### config.mk
export PLATFORM = sky130hd
export DESIGN_NAME = term_beta_init
export DESIGN_NICKNAME = d
export VERILOG_FILES = /design/src/rtl/term_beta_init_pkg.sv /design/src/rtl/bit_clip.sv /design/src/rtl/term_beta_init_step.sv /design/src/rtl/term_beta_init.sv
export SDC_FILE = /design/constraint.sdc
export NUM_CORES = 1
export LEC_CHECK = 0
export CAP_MARGIN = 20
export CORE_MARGIN = 2
export CORE_UTILIZATION = 30
export DETAILED_ROUTE_END_ITERATION = 12
export SYNTH_ARGS = -nofsm -noshare
export SYNTH_HDL_FRONTEND = slang
export SYNTH_SLANG_ARGS = --single-unit
### constraint.sdc
create_clock -name i_clk -period 2.8 [get_ports i_clk]
set_input_delay 0.28 -clock i_clk [delete_from_list [all_inputs] [get_ports i_clk]]
set_output_delay 0.28 -clock i_clk [all_outputs]
set_load 0.05 [all_outputs]
### src/rtl/term_beta_init_pkg.sv
// Shared turbo-termination definitions: trellis tables, gamma selection and FSM states.
package term_beta_init_pkg;
  localparam int NUM_STATES = 8;

  typedef enum logic [1:0] {G00, G10, G01, G11} gsel_e;
  typedef enum logic {ST_ACC, ST_OUT} state_e;

  // Termination branch from s = {d1,d2,d3} always lands on s>>1
  localparam logic [2:0] TERM_NEXT [NUM_STATES] =
    '{3'd0, 3'd0, 3'd1, 3'd1, 3'd2, 3'd2, 3'd3, 3'd3};

  // {x,z} emitted on that branch: x = d2^d3, z = d1^d3
  localparam logic [1:0] TERM_XZ [NUM_STATES] =
    '{2'b00, 2'b11, 2'b10, 2'b01, 2'b01, 2'b10, 2'b11, 2'b00};

  function automatic gsel_e xz_gsel(input logic [1:0] xz);
    case (xz)
      2'b10:   return G10;
      2'b01:   return G01;
      2'b11:   return G11;
      default: return G00;
    endcase
  endfunction
endpackage

### src/rtl/bit_clip.sv
// Signed width reduction with two's-complement saturation; sign-extends when widening.
module bit_clip #(
  parameter int IN_W  = 10,
  parameter int OUT_W = 7
) (
  input  logic [IN_W-1:0]  i_d,
  output logic [OUT_W-1:0] o_q
);
  if (OUT_W > IN_W) begin : g_ext
    assign o_q = {{(OUT_W-IN_W){i_d[IN_W-1]}}, i_d};
  end else if (OUT_W == IN_W) begin : g_pass
    assign o_q = i_d;
  end else begin : g_sat
    // Value fits only if every dropped bit matches the new sign bit
    logic [IN_W-OUT_W:0] w_hi;
    assign w_hi = i_d[IN_W-1:OUT_W-1];
    assign o_q  = (&w_hi || ~|w_hi) ? i_d[OUT_W-1:0]
                                    : {i_d[IN_W-1], {(OUT_W-1){~i_d[IN_W-1]}}};
  end
endmodule

### src/rtl/term_beta_init_step.sv
// One backward recursion step over the termination trellis, all states in parallel.
module term_beta_step
  import term_beta_init_pkg::*;
#(
  parameter int N = 5,
  parameter int M = 6,
  parameter int A = 10
) (
  input  logic [NUM_STATES-1:0][A-1:0] i_beta,
  input  logic [M:0]                   i_g10,
  input  logic [N-1:0]                 i_g01,
  input  logic [M:0]                   i_g11,
  output logic [NUM_STATES-1:0][A-1:0] o_beta
);
  logic [A-1:0] w_g10, w_g01, w_g11;
  logic         w_unused_hi;

  assign w_g10 = {{(A-M-1){i_g10[M]}}, i_g10};
  assign w_g01 = {{(A-N){i_g01[N-1]}}, i_g01};
  assign w_g11 = {{(A-M-1){i_g11[M]}}, i_g11};

  // s>>1 never reaches the upper half of the state space
  assign w_unused_hi = ^i_beta[NUM_STATES-1:NUM_STATES/2];

  for (genvar s = 0; s < NUM_STATES; s++) begin : g_st
    logic [A-1:0] w_gam;
    always_comb begin
      case (xz_gsel(TERM_XZ[s]))
        G10:     w_gam = w_g10;
        G01:     w_gam = w_g01;
        G11:     w_gam = w_g11;
        default: w_gam = '0;
      endcase
    end
    assign o_beta[s] = w_gam + i_beta[TERM_NEXT[s]];
  end
endmodule

### src/rtl/term_beta_init.sv
// Collects the three termination gamma triples and emits the saturated beta initialisation vector.
module term_beta_init
  import term_beta_init_pkg::*;
#(
  parameter int N = 5,
  parameter int M = 6,
  parameter int W = 7
) (
  input  logic                    i_clk,
  input  logic                    i_rst,
  input  logic                    i_flush,
  input  logic                    i_in_valid,
  output logic                    o_in_ready,
  input  logic [M:0]              i_g10,
  input  logic [N-1:0]            i_g01,
  input  logic [M:0]              i_g11,
  output logic                    o_out_valid,
  input  logic                    i_out_ready,
  output logic [NUM_STATES*W-1:0] o_beta_out
);
  localparam int A = M + 4;
  localparam logic [A-1:0] NEG = {{(A-M-2){1'b1}}, {(M+2){1'b0}}};
  localparam logic [NUM_STATES-1:0][A-1:0] BETA_INIT = {{(NUM_STATES-1){NEG}}, {A{1'b0}}};

  state_e                        r_state, w_state_nx;
  logic [1:0]                    r_cnt;
  logic                          r_rdy;
  logic [NUM_STATES-1:0][A-1:0]  r_beta, w_beta_nx;
  logic [NUM_STATES-1:0][W-1:0]  r_out, w_clip;
  logic                          w_acc, w_done, w_restart;

  assign w_acc     = i_in_valid & o_in_ready;
  assign w_done    = o_out_valid & i_out_ready;
  assign w_restart = i_flush | w_done;

  always_ff @(posedge i_clk or posedge i_rst) begin
    if (i_rst) r_state <= ST_ACC;
    else       r_state <= w_state_nx;
  end

  always_comb begin
    w_state_nx = r_state;
    case (r_state)
      ST_ACC:  if (!i_flush && w_acc && r_cnt == 2'd2) w_state_nx = ST_OUT;
      ST_OUT:  if (w_restart) w_state_nx = ST_ACC;
      default: w_state_nx = ST_ACC;
    endcase
  end

  always_comb begin
    o_in_ready  = 1'b0;
    o_out_valid = 1'b0;
    case (r_state)
      ST_ACC:  o_in_ready  = r_rdy;
      ST_OUT:  o_out_valid = 1'b1;
      default: ;
    endcase
  end

  // r_rdy holds in_ready low until the first edge after reset release
  always_ff @(posedge i_clk or posedge i_rst) begin
    if (i_rst) begin
      r_rdy  <= 1'b0;
      r_cnt  <= '0;
      r_beta <= BETA_INIT;
      r_out  <= '0;
    end else begin
      r_rdy <= 1'b1;
      if (w_restart) begin
        r_cnt  <= '0;
        r_beta <= BETA_INIT;
      end else if (w_acc) begin
        r_cnt  <= r_cnt + 2'd1;
        r_beta <= w_beta_nx;
        if (r_cnt == 2'd2) r_out <= w_clip;
      end
    end
  end

  term_beta_step #(.N(N), .M(M), .A(A)) u_step (
    .i_beta (r_beta),
    .i_g10  (i_g10),
    .i_g01  (i_g01),
    .i_g11  (i_g11),
    .o_beta (w_beta_nx)
  );

  for (genvar s = 0; s < NUM_STATES; s++) begin : g_clip
    bit_clip #(.IN_W(A), .OUT_W(W)) u_clip (
      .i_d (w_beta_nx[s]),
      .o_q (w_clip[s])
    );
  end

  assign o_beta_out = r_out;
endmodule

==> flow_summary.rst <==
.. list-table::
   :header-rows: 1

   * - Metric
     - Value
   * - Clock tree from TritonCTS
     - done
   * - Most numerous cell in the Yosys netlist
     - sky130_fd_sc_hd__nand2_1
   * - Wire length after detailed routing
     - 16600 µm
   * - Die width
     - ~150 µm
   * - Final design area excluding fillers
     - approximately 7900 µm²
   * - Cts bufs inserted
     - 9
   * - Detailed-route wire length per cell
     - 15.5 µm
   * - Routed Antenna Nets
     - 0
   * - Most frequent cells after synthesis
     - sky130_fd_sc_hd__nand2_1 (107), sky130_fd_sc_hd__a21oi_1 (78), sky130_fd_sc_hd__dfrtp_1 (77), sky130_fd_sc_hd__nor2_1 (49), sky130_fd_sc_hd__ha_1 (47)
   * - Count of clock tree sinks
     - 83
   * - Clock buffer depth
     - 2
   * - Vertical die dimension
     - 147 µm
   * - Clock Tree Root
     - sky130_fd_sc_hd__clkbuf_16
   * - Total Die Area
     - around 22000 µm²
   * - Critical Setup Path Class
     - input port to register
   * - Placed Instance Area
     - 7600 µm²
   * - Slew of the pin with the lowest slew margin
     - 0.574 ns
   * - Initial DRT Pass Iterations
     - 4
   * - Buffers on Ports
     - 74
   * - Crit end category
     - register
   * - Pre-CTS WS
     - -0.138 ns
   * - Most instantiated flip-flop cell in the synthesis netlist
     - sky130_fd_sc_hd__dfrtp_1
   * - Worst-path maximum fanout
     - 6
   * - Leakage component of the power
     - 3.39 nW
   * - Part of the cycle the worst path needs
     - 91.5%
   * - DR vias
     - 5415
   * - Cell chain of the critical path
     - clkdlybuf4s50_1 -> ha_1 -> fa_1 -> a211oi_1 -> o21bai_1 -> a21oi_1 -> nand4b_1 -> a41oi_1 -> o31ai_2
   * - Global routing usage summed across all routing layers
     - 15.9%
   * - Setup repair after global routing missed its margin
     - false
   * - Most area-consuming cells after synthesis
     - sky130_fd_sc_hd__dfrtp_1 (31%), sky130_fd_sc_hd__ha_1 (9.6%), sky130_fd_sc_hd__nand2_1 (6.5%), sky130_fd_sc_hd__a21oi_1 (6.4%), sky130_fd_sc_hd__o31ai_2 (3.9%)
   * - Clock slew seen by the registers of the worst setup and hold paths
     - roughly 0.06 ns
   * - Max VDD drop
     - 286 µV
   * - Maximum number of pins on one net before global-route repair
     - 66
   * - Synthesized area divided by synthesized cell count
     - 9.14 µm²
   * - Layout overhead on the synthesized area
     - 28.4%
   * - Antenna diode count
     - 0
   * - Cells after synthesis
     - 672
   * - Number of gates given a new drive strength after cts
     - 0
   * - Sequential element share of the synthesized area
     - 34.0%
   * - Peak Freq
     - 390 MHz
   * - Total of endpoints with negative setup slack in the final report
     - 0
   * - Post-Synthesis Cell Area
     - 6140 µm²
   * - Count of boundary I/O pins
     - 82
   * - Final non-filler cell total
     - between 1000 and 1500
   * - Placed cell count
     - about 1100
   * - Flops & latches, synth
     - 83
   * - Number of post-CTS setup repair buffers
     - 0
   * - Top cell type's share of synthesized area
     - 31.4%
   * - Number of DRC markers after the initial detailed-route iteration
     - 235
   * - Placement Rows
     - 52
   * - Critical path startpoint category
     - input port
   * - Result of the run
     - finished, final reports clean
   * - Final net count
     - 869
   * - Initial antenna violation count
     - 0
   * - Crit path setup slack, layout
     - 0.239 ns
   * - Final-layout fill cell count
     - 2046
   * - Cell taking the most area after synthesis
     - sky130_fd_sc_hd__dfrtp_1
   * - Vias per cell
     - ~5
   * - Fraction of layout cells with a size suffix above 1
     - 16.8%
   * - Count of flip-flops with a built-in enable after synthesis
     - 0
   * - Number of different library cells in the post-synthesis netlist
     - 59
   * - Placed wire-length estimate
     - 12900 µm
   * - Largest stage delay, worst path
     - 0.47 ns
   * - Slowest stage cell on the critical path
     - sky130_fd_sc_hd__clkdlybuf4s50_1
   * - Slew Viols, Final
     - 0
   * - CTS hold repair buffers
     - 0
   * - Routability-driven placement congestion ratio
     - ~0.86
   * - Latest clock arrival within the worst-skew pair
     - 0.35 ns
   * - Share of synthesized flip-flops with an asynchronous set or reset
     - 100%
   * - Global-route wire length before repair
     - about 28000 µm
   * - Tightest Hold Check Type
     - input port to async pin
   * - Data required, critical path
     - slightly above 3 ns
   * - Ys Warns
     - 0
   * - Number of global-route vias before repair
     - 5294
   * - Effective utilization at floorplan
     - 30.4%
   * - GRT overflow
     - 0
   * - Period minus WS final
     - 2.56 ns
   * - Core region area
     - 20200 µm²
   * - Total power divided by cell area
     - 633 nW/µm²
   * - Arrival time reported for the critical path endpoint
     - between 2 and 3 ns
   * - Deepest level of the CTS H-tree
     - 3
   * - Max-cap viol count
     - 0
   * - Final-report hold violation count
     - 0
   * - Cells on worst reg2reg path
     - 8
   * - Layout Skew
     - 0.0111 ns
   * - Relative slew slack
     - between 60% and 70%
   * - Number of remaining DRC errors
     - 0
-- layout by cell type, fill, tap and decap left out, types with 4 or more instances in the layout --
cell                              instances
sky130_fd_sc_hd__a211o_1                  4
sky130_fd_sc_hd__a211oi_1                 5
sky130_fd_sc_hd__a211oi_2                 7
sky130_fd_sc_hd__a21o_1                  11
sky130_fd_sc_hd__a21oi_1                 78
sky130_fd_sc_hd__a21oi_2                  4
sky130_fd_sc_hd__a22oi_1                 12
sky130_fd_sc_hd__a41oi_1                 18
sky130_fd_sc_hd__and3_1                   4
sky130_fd_sc_hd__buf_12                   4
sky130_fd_sc_hd__buf_4                   54
sky130_fd_sc_hd__clkbuf_16                9
sky130_fd_sc_hd__clkdlybuf4s50_1         74
sky130_fd_sc_hd__conb_1                   9
sky130_fd_sc_hd__dfrtp_1                 77
sky130_fd_sc_hd__dfstp_2                  6
sky130_fd_sc_hd__fa_1                     5
sky130_fd_sc_hd__ha_1                    47
sky130_fd_sc_hd__inv_1                   10
sky130_fd_sc_hd__nand2_1                107
sky130_fd_sc_hd__nand2b_1                 6
sky130_fd_sc_hd__nand3_1                 21
sky130_fd_sc_hd__nor2_1                  49
sky130_fd_sc_hd__nor3_1                  21
sky130_fd_sc_hd__o211ai_1                 6
sky130_fd_sc_hd__o21ai_0                 14
sky130_fd_sc_hd__o21ai_1                 11
sky130_fd_sc_hd__o21ai_2                  4
sky130_fd_sc_hd__o21bai_1                12
sky130_fd_sc_hd__o31ai_2                 19
sky130_fd_sc_hd__xnor2_1                 26
sky130_fd_sc_hd__xor2_1                  11
-- per-layer routing --
metal	GRT usage, %	up-vias	part of all wire, %
met3	3.66	14	4.6
met2	26.0	105	46
met5	0	-	0
met1	21.5	2584	48
met4	3.41	0	1.1
li1	-	2712	-
-- where the power goes --
group	total [mW]	internal, mW	switching [mW]
logic	2.25	0.829	1.42
clock network	1.19	0.689	0.506
registers	1.55	1.41	0.133
-- path summary, 6_finish.rpt --
| check | start | endpoint | slack (ns) |
|---|---|---|---|
| min in group i_clk | o_beta_out[10] | o_beta_out[10] | 0.47 |
| hold / removal | i_rst | o_beta_out[44] | 0.27 |
| setup reg to reg | r_beta[20] | o_beta_out[35] | 0.25 |
| max in group asynchronous | i_rst | r_beta[39] | 1.82 |
| setup / recovery | i_g10[0] | o_beta_out[35] | 0.24 |
| hold reg to reg | o_beta_out[10] | o_beta_out[10] | 0.47 |
-- registers in the layout, summed over array words and instances (netlist names) --
register / cells
o_beta_out: 49
r_beta: 30
r_cnt: 2
r_rdy: 1
r_state: 1
-- logic make-up after synthesis --
| family | count (synthesis) | share of synthesized area, % |
|---|---|---|
| mux | 3 | 0.917 |
| simple gates | 232 | 17.4 |
| other cells | 2 | 0.122 |
| flops | 83 | 34.0 |
| buf+inv | 40 | 3.00 |
| xor+xnor | 37 | 5.28 |
| fa+ha+maj | 52 | 11.2 |
| compound gates | 223 | 28.2 |
-- stage by stage --
stage               hold slack (ns)  power [mW]  util (%)  TNS, ns
floorplan                     0.411        3.10         -        0
global placement              0.456        3.81      37.7    -1.04
detailed placement            0.464        3.83      37.7    -1.74
CTS                           0.279        5.05      39.1        0
global route                  0.292        5.29      39.1        0
finish                        0.266        4.99      39.1        0
-- area by class of cell --
class,count,area (µm²),area share (%)
inverter,11,42.5,0.540
tap,270,338,4.28
clock buffer,11,233,2.95
clock inverter,5,55.1,0.698
timing repair buffer,132,1230,15.6
sequential,83,2080,26.4
multi-input combinational,556,3910,49.5
-- worst max-delay path, delay by kind of cell --
kind,cells,cell delay [ns]
fa+ha+maj,2,0.65
simple gates,1,0.29
compound gates,5,1.10
buf+inv,1,0.47
Note: power is estimated with default switching activity, not from simulation.
